### config.mk
export PLATFORM = sky130hd
export DESIGN_NAME = hazard3_fetch_aligner
export DESIGN_NICKNAME = d
export VERILOG_FILES = /design/src/rtl/hazard3_fetch_aligner.sv
export SDC_FILE = /design/constraint.sdc
export NUM_CORES = 1
export LEC_CHECK = 0
export BUFFER_PORTS_ARGS = -buffer_cell sky130_fd_sc_hd__buf_2
export CORE_MARGIN = 3
export CORE_UTILIZATION = 25
export CTS_BUF_LIST = sky130_fd_sc_hd__clkbuf_2
export DETAILED_ROUTE_END_ITERATION = 10
export PLACE_DENSITY_LB_ADDON = 0.3
export SLEW_MARGIN = 20
export SYNTH_ARGS = -nofsm -noshare
export SYNTH_HDL_FRONTEND = slang
export SYNTH_SLANG_ARGS = --single-unit
### constraint.sdc
create_clock -name clk -period 3.3 [get_ports clk]
set_clock_uncertainty 0.05 [all_clocks]
set_input_delay 0.66 -clock clk [delete_from_list [all_inputs] [get_ports clk]]
set_output_delay 0.66 -clock clk [all_outputs]
set_load 0.01 [all_outputs]
### src/rtl/hazard3_fetch_aligner.sv
// Fetch aligner: buffers up to four halfwords from word-aligned fetches and
// presents a 16- or 32-bit instruction window to the decompressor.
module hazard3_fetch_aligner #(
    parameter int EXTENSION_C = 1
) (
    input  logic        clk,
    input  logic        rst,
    input  logic [31:0] fetch_data,
    input  logic        fetch_data_vld,
    input  logic        fetch_err,
    output logic        fetch_data_rdy,
    input  logic        flush,
    input  logic        flush_addr_hw,
    output logic [31:0] instr_out,
    output logic        instr_vld,
    output logic        instr_err,
    input  logic        instr_rdy,
    output logic [2:0]  level
);

    localparam logic EXT_C = (EXTENSION_C != 0);

    function automatic logic [2:0] min3(input logic [2:0] a, input logic [2:0] b);
        return (a < b) ? a : b;
    endfunction

    logic [15:0] hw_data_q [4];
    logic [15:0] hw_data_d [4];
    logic [3:0]  hw_err_q, hw_err_d;
    logic [2:0]  level_q, level_d;
    logic        discard_q, discard_d;

    logic [15:0] hw0_vis, hw1_vis;
    logic        err0_vis, err1_vis;
    logic        is32;
    logic [2:0]  need;
    logic [2:0]  pop_cnt, push_cnt;
    logic        push;
    logic [2:0]  wr_base;
    logic [1:0]  wr0, wr1;

    // Entries beyond the current level are stale and must read as zero.
    assign hw0_vis  = (level_q >= 3'd1) ? hw_data_q[0] : 16'h0000;
    assign hw1_vis  = (level_q >= 3'd2) ? hw_data_q[1] : 16'h0000;
    assign err0_vis = (level_q >= 3'd1) & hw_err_q[0];
    assign err1_vis = (level_q >= 3'd2) & hw_err_q[1];

    assign is32 = !EXT_C || (hw0_vis[1:0] == 2'b11);
    assign need = is32 ? 3'd2 : 3'd1;

    assign instr_vld      = !flush && (level_q != 3'd0) && ((level_q >= need) || err0_vis);
    assign instr_out      = {hw1_vis, hw0_vis};
    assign instr_err      = err0_vis | (is32 & err1_vis);
    assign fetch_data_rdy = !flush && (level_q <= 3'd2);
    assign level          = level_q;

    assign pop_cnt  = (instr_vld && instr_rdy) ? min3(need, level_q) : 3'd0;
    assign push     = fetch_data_vld && fetch_data_rdy;
    assign push_cnt = !push ? 3'd0 : (discard_q ? 3'd1 : 3'd2);

    // Push lands after the entries that survive this cycle's pop; level<=2 on push keeps wr1 in range.
    assign wr_base = level_q - pop_cnt;
    assign wr0     = wr_base[1:0];
    assign wr1     = wr0 + 2'd1;

    always_comb begin
        hw_data_d = hw_data_q;
        hw_err_d  = hw_err_q;
        level_d   = level_q - pop_cnt + push_cnt;
        discard_d = discard_q;

        case (pop_cnt)
            3'd1: begin
                hw_data_d[0] = hw_data_q[1];
                hw_data_d[1] = hw_data_q[2];
                hw_data_d[2] = hw_data_q[3];
                hw_err_d[2:0] = hw_err_q[3:1];
            end
            3'd2: begin
                hw_data_d[0] = hw_data_q[2];
                hw_data_d[1] = hw_data_q[3];
                hw_err_d[1:0] = hw_err_q[3:2];
            end
            default: ;
        endcase

        if (push) begin
            if (discard_q) begin
                hw_data_d[wr0] = fetch_data[31:16];
                hw_err_d[wr0]  = fetch_err;
                discard_d      = 1'b0;
            end else begin
                hw_data_d[wr0] = fetch_data[15:0];
                hw_err_d[wr0]  = fetch_err;
                hw_data_d[wr1] = fetch_data[31:16];
                hw_err_d[wr1]  = fetch_err;
            end
        end

        // A redirect to an odd halfword means the low half of the next word is skipped.
        if (flush) begin
            level_d   = 3'd0;
            discard_d = flush_addr_hw & EXT_C;
        end
    end

    always_ff @(posedge clk or posedge rst) begin
        if (rst) begin
            hw_data_q <= '{default: 16'h0000};
            hw_err_q  <= 4'h0;
            level_q   <= 3'd0;
            discard_q <= 1'b0;
        end else begin
            hw_data_q <= hw_data_d;
            hw_err_q  <= hw_err_d;
            level_q   <= level_d;
            discard_q <= discard_d;
        end
    end

endmodule
### Yosys cells after proc, flatten, opt, wreduce, memory -nomap -nowiden

Cells that the tools add are included.
Widths: inputs -> output; s select.

| word-level totals | value |
|---|---|
| output and inout bits | 38 |
| logic and storage cells | 77 |
| register bits | 72 |
| bits of input ports | 39 |

| cells by class | value |
|---|---|
| add/sub/neg operators | 3 |
| multiplexer cells | 31 |
| $lt $le $gt $ge | 13 |
| bitwise logic cells | 6 |
| reductions and logical operators | 13 |
| eq/ne operators | 3 |

Operator list:

| kind | number |
|---|---|
| $bwmux 64 | 3 |
| $mux 64 | 2 |
| $mux 16 | 5 |
| $demux 16 s2 | 2 |
| $pmux 32 s2 | 1 |
| $mux 3 | 4 |
| $logic_and 1x1->1 | 9 |
| $bwmux 4 | 2 |
| $ge 3x3->1 const B | 2 |
| $lt 2x3->1 const B | 2 |
| $lt 3x1->1 const B | 2 |
| $mux 2 | 3 |
| $not 2->3 | 2 |
| $mux 1 | 5 |
| $demux 1 s2 | 2 |
| $ge 2x1->1 const B | 2 |
| $mux 4 | 1 |
| $pmux 2 s2 | 1 |
| $add 3x2->3 | 1 |
| $and 1x1->1 | 3 |
| $eq 3x1->1 const B | 1 |
| $eq 3x2->1 const B | 1 |
| $ge 3x1->1 const B | 1 |
| $ge 3x2->1 | 1 |
| other kinds (11) | 11 |

### Longest topological paths before layout

Gate-level depths: netlist of the first run.

| logic depth | value |
|---|---|
| depth after elaboration | 19 |
| mapped depth | 17 |
| gate-level depth less buffers | 12 |

### Worst setup path after synthesis of the first run

OpenSTA, ideal clock, no wires.

| timing path | value |
|---|---|
| path kind | input to register |
| start point | input flush |
| end point | register hw_data_q[28] (netlist name) |
| arrival | 3.556 ns |
| setup slack | -0.388 ns |
| stages on the path | 17 |
| cells stage by stage | buf_2 nand2b_1 or3_1 buf_6 buf_4 inv_2 ha_1 inv_1 fa_1 buf_2 or2_1 clkbuf_1 clkbuf_1 o22ai_1 a22oi_1 nor2_1 o22ai_1 |

RTL lines:

| element | line | RTL |
|---|---|---|
| start: declaration | 12 | `input logic flush,` |
| end signal: assignment | 114 | `hw_data_q <= hw_data_d;` |
| end: declaration | 27 | `logic [15:0] hw_data_q [4];` |

### Worst setup path after layout of the first run

| timing path | value |
|---|---|
| start point | register level_q[2], in the netlist level[2] |
| end point | register level_q[2], in the netlist level[2] |

| between the ends | value |
|---|---|
| longest elaborated chain between the ends | 12 |
| elaborated cells between the ends (all ways) | 21 |

RTL lines:

| element | line | RTL |
|---|---|---|
| start: declaration | 30 | `logic [2:0] level_q, level_d;` |
| start signal: assignment | 116 | `level_q <= level_d;` |
| $ge 3x1->1 | 43, 45 |  |
| $mux 16 | 43 | `assign hw0_vis = (level_q >= 3'd1) ? hw_data_q[0] : 16'h0000;` |
| $eq 2x2->1 | 48 | `assign is32 = !EXT_C \|\| (hw0_vis[1:0] == 2'b11);` |
| $mux 2 | 49 | `assign need = is32 ? 3'd2 : 3'd1;` |
| $ge 3x2->1 | 51 | `assign instr_vld = !flush && (level_q != 3'd0) && ((level_q >= need) \|\| err0_vis);` |
| $logic_or 1x1->1 | 51 |  |
| $logic_and 1x1->1 | 51 |  |
| $logic_and 1x1->1 | 57 | `assign pop_cnt = (instr_vld && instr_rdy) ? min3(need, level_q) : 3'd0;` |
| $mux 3 | 57 |  |
| $sub 3x3->3 | 69 | `level_d = level_q - pop_cnt + push_cnt;` |
| $add 3x2->3 (*) | 69 |  |
| $mux 3 (*) | 101 | `if (flush) begin` |
| via level_d[2] | 30 |  |

The timed path passes the listed nets; every way through them passes the cells marked *.
A chain may end at the register's enable or synchronous reset.

==> flow_summary.ini, run 1 <==
[worst_setup_path]
crit_slowest_cell = fa_2
path_max_fanout = 8
end_kind = register
cp_slowest_stage_delay_ns = 0.53
crit_chain = buf_4 -> nor3_2 -> or3_1 -> inv_4 -> ha_4 -> inv_2 -> fa_2 -> buf_4 -> fa_1 -> xnor2_1 -> xnor2_1 -> nor2_1
cp-start-kind = register
crit_type = reg2reg
required_ns = 3.74
crit_arrival_ns = 3.50

[route]
routed_wl_mm = 20.03
m1WireLength_mm = 9.287
first_pass_iters = 5
wl_met2_mm = 9.202
drcViolationCount = 0
met3_length_mm = 1.125
routed.top_layer = met4
routed_via_density = 5.293
ant_nets = 0
vias = 5547
post_drt_wl_per_cell_um = 19.11
drtIter0Drc = 408

[yosys]
synthTopCellsByArea = dfrtp_1, mux2i_1, a21oi_1
synth_cells = 696
async_flop_share = 1.000
ys_seq_area_frac = 0.3234
synth_edf_count = 0
synth_commonest_cells = nor2_1, mux2i_1, dfrtp_1
synth.distinct_cells = 44
synth_area_per_cell_um2 = 8.005
synth_seq_cells = 72
synth_ff_type = dfrtp_1
synth.net_count = 739
netlist.top_cell.by_area = dfrtp_1
ys_warn_count = 0
post-synth-top-count-cell = nor2_1
netlist_area_um2 = 5572
yosysTopAreaCellShare = 0.3234

[timing]
fin_crit_sh = 0.9265
worst_slew_pin_slew_ns = 0.7538
hold_viol_final = 0
rsz0062_at_grt = false
fmax_mhz = 327.1
timing.final.ws_setup_ns = 0.2427
period_needed_ns = 3.057
drv_slew = 0
finalSetupViolCount = 0
maxSlewHeadroom = 0.4975

[cells_and_area]
nNetsFinal = 809
fin_area_um2 = 6661
synthToLayoutAreaGrowth_pct = 19.56
drive_gt1_frac = 0.2218
fillers = 2330

[outcome]
status = complete, no violations

[die]
start_util = 0.2593
die_h_um = 155.3
die_area_um2 = 24110
die_w_um = 155.3
rows = 53
num_io_pins = 77
coreArea_um2 = 21490

[clock_tree]
tritoncts = yes
numCtsBuffers = 9
insertion_delay_ns = 0.57
cts.htree.levels = 3
clk_pin_slew_ns = 0.23
cts.path.max_buffers = 2
cts_sinks = 72
root_buffer = clkbuf_2
cts_hold_buf = 0

[place]
post-place-ws_ns = -0.01810
dpl_cell_area_um2 = 6523
io_buffers = 76
place_congestion = 0.8338
dp_hpwl_mm = 14.17

[global_routing]
grt_usage = 0.1661
antenna_found_initial = 1
overflow = 0
grt_pass1_vias = 5461
grt_start_max_net_pins = 41
grt_pass1_wl_mm = 31.71

[hold_path]
hp-class = in2async

[pwr]
power.density_nw_per_um2 = 949.9
leakagePower_nw = 3.204
ir_worst_vdd_v = 0.0003316

[job]
drv_cap = 0
stage by stage:
step / setup TNS, ns / std cells / total power, mW / utilization / hold slack [ns]
finish: 0 / 1048 / 6.328 / 0.3100 / 0.08981
global route: 0 / 1048 / 6.890 / 0.3100 / 0.1001
CTS: 0 / 1046 / 6.383 / 0.3097 / 0.05187
detailed placement: -0.09006 / 1030 / 5.761 / 0.3036 / 0.4391
global placement: 0 / 1030 / 5.742 / 0.3036 / 0.4378
floorplan: -2.295 / 696 / 4.279 / - / 0.4127
metal layers:
metal,up-vias,global-route usage
li1,2674,-
met1,2656,0.2292
met2,190,0.2655
met3,27,0.02587
met4,0,0.05627
met5,-,0
power by group:
| part | internal [mW] | switching, mW |
|---|---|---|
| Clock | 0.244 | 0.357 |
| Combinational | 1.80 | 2.33 |
| Sequential | 1.28 | 0.309 |
kinds of logic after synthesis:
family / synth area share
AND/OR/NAND/NOR: 0.1738
flip-flops: 0.3234
adder cells (fa/ha/maj): 0.01168
multiplexers: 0.1525
XOR/XNOR: 0.003145
buffers and inverters: 0.06423
AO/OA/AOI/OAI: 0.2713
critical path: cells and delay by family (launching register included):
| family | cells | cell delay (ns) |
|---|---|---|
| adders and majority gates | 3 | 1.07 |
| and+or+nand+nor | 3 | 0.53 |
| buffers and inverters | 4 | 0.48 |
| xor gates and xnor gates | 2 | 0.33 |
| DFF | 1 | 0.51 |
placed cells by master (no fill, tap or decap), types with 2 or more instances in the layout:
master     synthesis  layout
buf_2             16      76
o21ai_1            4       4
buf_12             0       5
nor4_1             3       3
bufinv_16          0       2
xnor2_1            2       2
buf_4              1      54
diode_2            0       2
o21ai_0           18      18
nor2_1            89      88
nor2_2             3       4
mux2i_1           80      80
dfrtp_1           72      71
and2_1             3       3
inv_2              3       3
nand2_1           63      63
o31ai_1           16      16
nor3_2             2       2
o2bb2ai_1         13      13
nand3_1            6       5
inv_1              8       6
o22ai_1           48      48
clkbuf_2           0       9
mux2_2             2       2
nand2b_1           3       2
a21oi_1           71      70
nor2b_1           38      38
a22o_1            15      15
clkinv_2           0       3
a211oi_1           4       4
clkinv_1           0       2
o32ai_1            2       2
o221ai_1          16      16
a22oi_1           21      21
path summary, 6_finish.rpt:
| path | cells past startpoint | end | slack [ns] | start |
|---|---|---|---|---|
| setup / recovery | 12 | level[2]$_DFF_PP0_ | 0.24 | level[2]$_DFF_PP0_ |
| hold / removal | 2 | hw_data_q[58]$_DFF_PP0_ | 0.09 | rst |
| hold reg to reg | 2 | register | 0.48 | register |
| max in group asynchronous | 3 | discard_q$_DFFE_PP0P_ | 2.44 | rst |
| setup reg to reg | 12 | level[2]$_DFF_PP0_ | 0.24 | level[2]$_DFF_PP0_ |
| min in group clk | 3 | discard_q$_DFFE_PP0P_ | 0.24 | flush_addr_hw |
repair_timing:
item | 4_1_cts | 5_1_grt
setup buffers | 0 | 0
endpoints found under the setup margin | 0 | 9
resized for setup | 0 | 1
hold endpoints to repair | 0 | 0
final cells by class:
type / instances / area [µm²] / area share
Multi-Input combinational cell: 537 / 3447 / 0.5175
Sequential cell: 72 / 1803 / 0.2707
Timing Repair Buffer: 135 / 885.9 / 0.1330
Tap cell: 275 / 344.1 / 0.05165
Clock inverter: 7 / 86.33 / 0.01296
Clock buffer: 9 / 45.04 / 0.006762
Inverter: 11 / 45.04 / 0.006762
Antenna cell: 2 / 5.005 / 0.0007513
No activity file was read; power rests on OpenSTA's default activity.
==> run 2, diff against run 1 <==
- CORE_UTILIZATION: 25 -> 45
- clock period: 3.3 -> 3.2 ns (I/O delays scaled with it)
==> flow_summary.ini, run 2 (synthesized netlist as in run 1, its figures left out) <==
[route]
post_drt_wl_per_cell_um = 19.37
drcViolationCount = 0
vias = 5753
routed_wl_mm = 18.23
first_pass_iters = 6
ant_nets = 0
drtIter0Drc = 642
routed_via_density = 6.114

[die]
start_util = 0.4619
die_h_um = 117.3
coreArea_um2 = 12060
die_area_um2 = 13750
die_w_um = 117.3
rows = 40
num_io_pins = 77

[global_routing]
grt_usage = 0.2685
overflow = 0
grt_pass1_wl_mm = 28.91
grt_start_max_net_pins = 73
grt_pass1_vias = 5477
antenna_found_initial = 0

[cells_and_area]
final_common_cell = nor2_1
fillers = 1151
layout_common_cells = nor2_1, mux2i_1, buf_2
drive_gt1_frac = 0.2277
antenna_cells = 0
nNetsFinal = 811
synthToLayoutAreaGrowth_pct = 16.28

[timing]
rsz0062_at_grt = false
timing.final.ws_setup_ns = 0.1530
worst_slew_pin_slew_ns = 0.9834
finalSetupViolCount = 0
fin_crit_sh = 0.9522
drv_slew = 0
maxSlewHeadroom = 0.3444
period_needed_ns = 3.047
hold_viol_final = 0
fmax_mhz = 328.2

[worst_setup_path]
end_kind = register
crit_type = reg2reg
crit_start = level[1]$_DFF_PP0_
r2r-end = hw_data_q[54]$_DFF_PP0_
r2r_cells = 13
required_ns = 3.69
worstReg2RegStart = level[1]$_DFF_PP0_
cp-start-kind = register
crit_arrival_ns = 3.54
r2r_slack_ns = 0.15
crit_path_end = hw_data_q[54]$_DFF_PP0_
path_max_fanout = 9

[pwr]
fin_total_pwr_mw = 6.312
power.density_nw_per_um2 = 974.3
ir_worst_vdd_v = 0.0003193
leakagePower_nw = 3.190

[clock_tree]
cts.path.max_buffers = 2
insertion_delay_ns = 0.57
clk_pin_slew_ns = 0.23
cts.htree.levels = 3
cts_setup_buffers = 0
cts_sinks = 72
root_buffer = clkbuf_2
cts_hold_buf = 0
cts_resized = 0
tritoncts = yes
numCtsBuffers = 9

[job]
drv_cap = 0

[outcome]
status = complete, no violations

[place]
post-place-ws_ns = -0.1071
io_buffers = 76
dp_hpwl_mm = 12.36
place_congestion = 0.8808

[hold_path]
hp-class = in2reg
## run 2: how the worst min path moves through the flow
stage | start | end | slack, ns | cells after the start
6_report | flush_addr_hw | discard_q$_DFFE_PP0P_ | 0.23 | 3
2_1_floorplan | register | register | 0.41 | 2
3_3_place_gp | register | register | 0.43 | 2
4_1_cts | flush_addr_hw | discard_q$_DFFE_PP0P_ | 0.21 | 3
3_5_place_dp | register | register | 0.44 | 2
5_1_grt | flush_addr_hw | discard_q$_DFFE_PP0P_ | 0.23 | 3
## run 2: layout make-up
cell class / count / area, µm² / share of cell area
clock buffers: 10 / 50.05 / 0.007725
clock inverters: 6 / 36.28 / 0.005601
inverters: 11 / 43.79 / 0.006759
multi-input cells: 537 / 3460 / 0.5340
flip-flops and latches: 72 / 1803 / 0.2783
well taps: 168 / 210.2 / 0.03245
repair buffers: 137 / 875.8 / 0.1352
## run 2: metrics by stage
| stage | hold slack [ns] | cells | TNS, ns | util | instance area [µm²] |
|---|---|---|---|---|---|
| after floorplan | 0.4127 | 696 | -4.812 | - | 5718 |
| after detailed placement | 0.4398 | 925 | -2.130 | 0.5298 | 6390 |
| after global placement | 0.4350 | 925 | -0.2865 | 0.5298 | 6390 |
| after CTS | 0.2144 | 941 | 0 | 0.5369 | 6476 |
| final | 0.2279 | 941 | 0 | 0.5371 | 6479 |
| after global routing | 0.2346 | 941 | 0 | 0.5371 | 6479 |
## run 2: routing by layer
layer,track usage,wire length [µm],vias up
li1,-,-,2670
met1,0.3756,7675,2747
met2,0.4284,8676,295
met3,0.03959,1474,41
met4,0.08563,404,0
met5,0,0,-
## run 2: where the power goes
part | internal (mW) | switching, mW | leakage [nW]
combinational | 1.83 | 2.39 | 2.21
clock | 0.0996 | 0.372 | 0.0530
sequential | 1.32 | 0.299 | 0.924
total | 3.25 | 3.06 | 3.19
## run 2: critical path: stages (launching register included)
cell and delay [ns]:
dfrtp_1 0.47, nor2_2 0.12, a21oi_1 0.10, or3_1 0.42
inv_4 0.08, ha_4 0.11, inv_2 0.03, fa_2 0.53
buf_4 0.18, nor2b_1 0.20, nand2_1 0.13, buf_4 0.20
o221ai_1 0.23, a22o_1 0.16
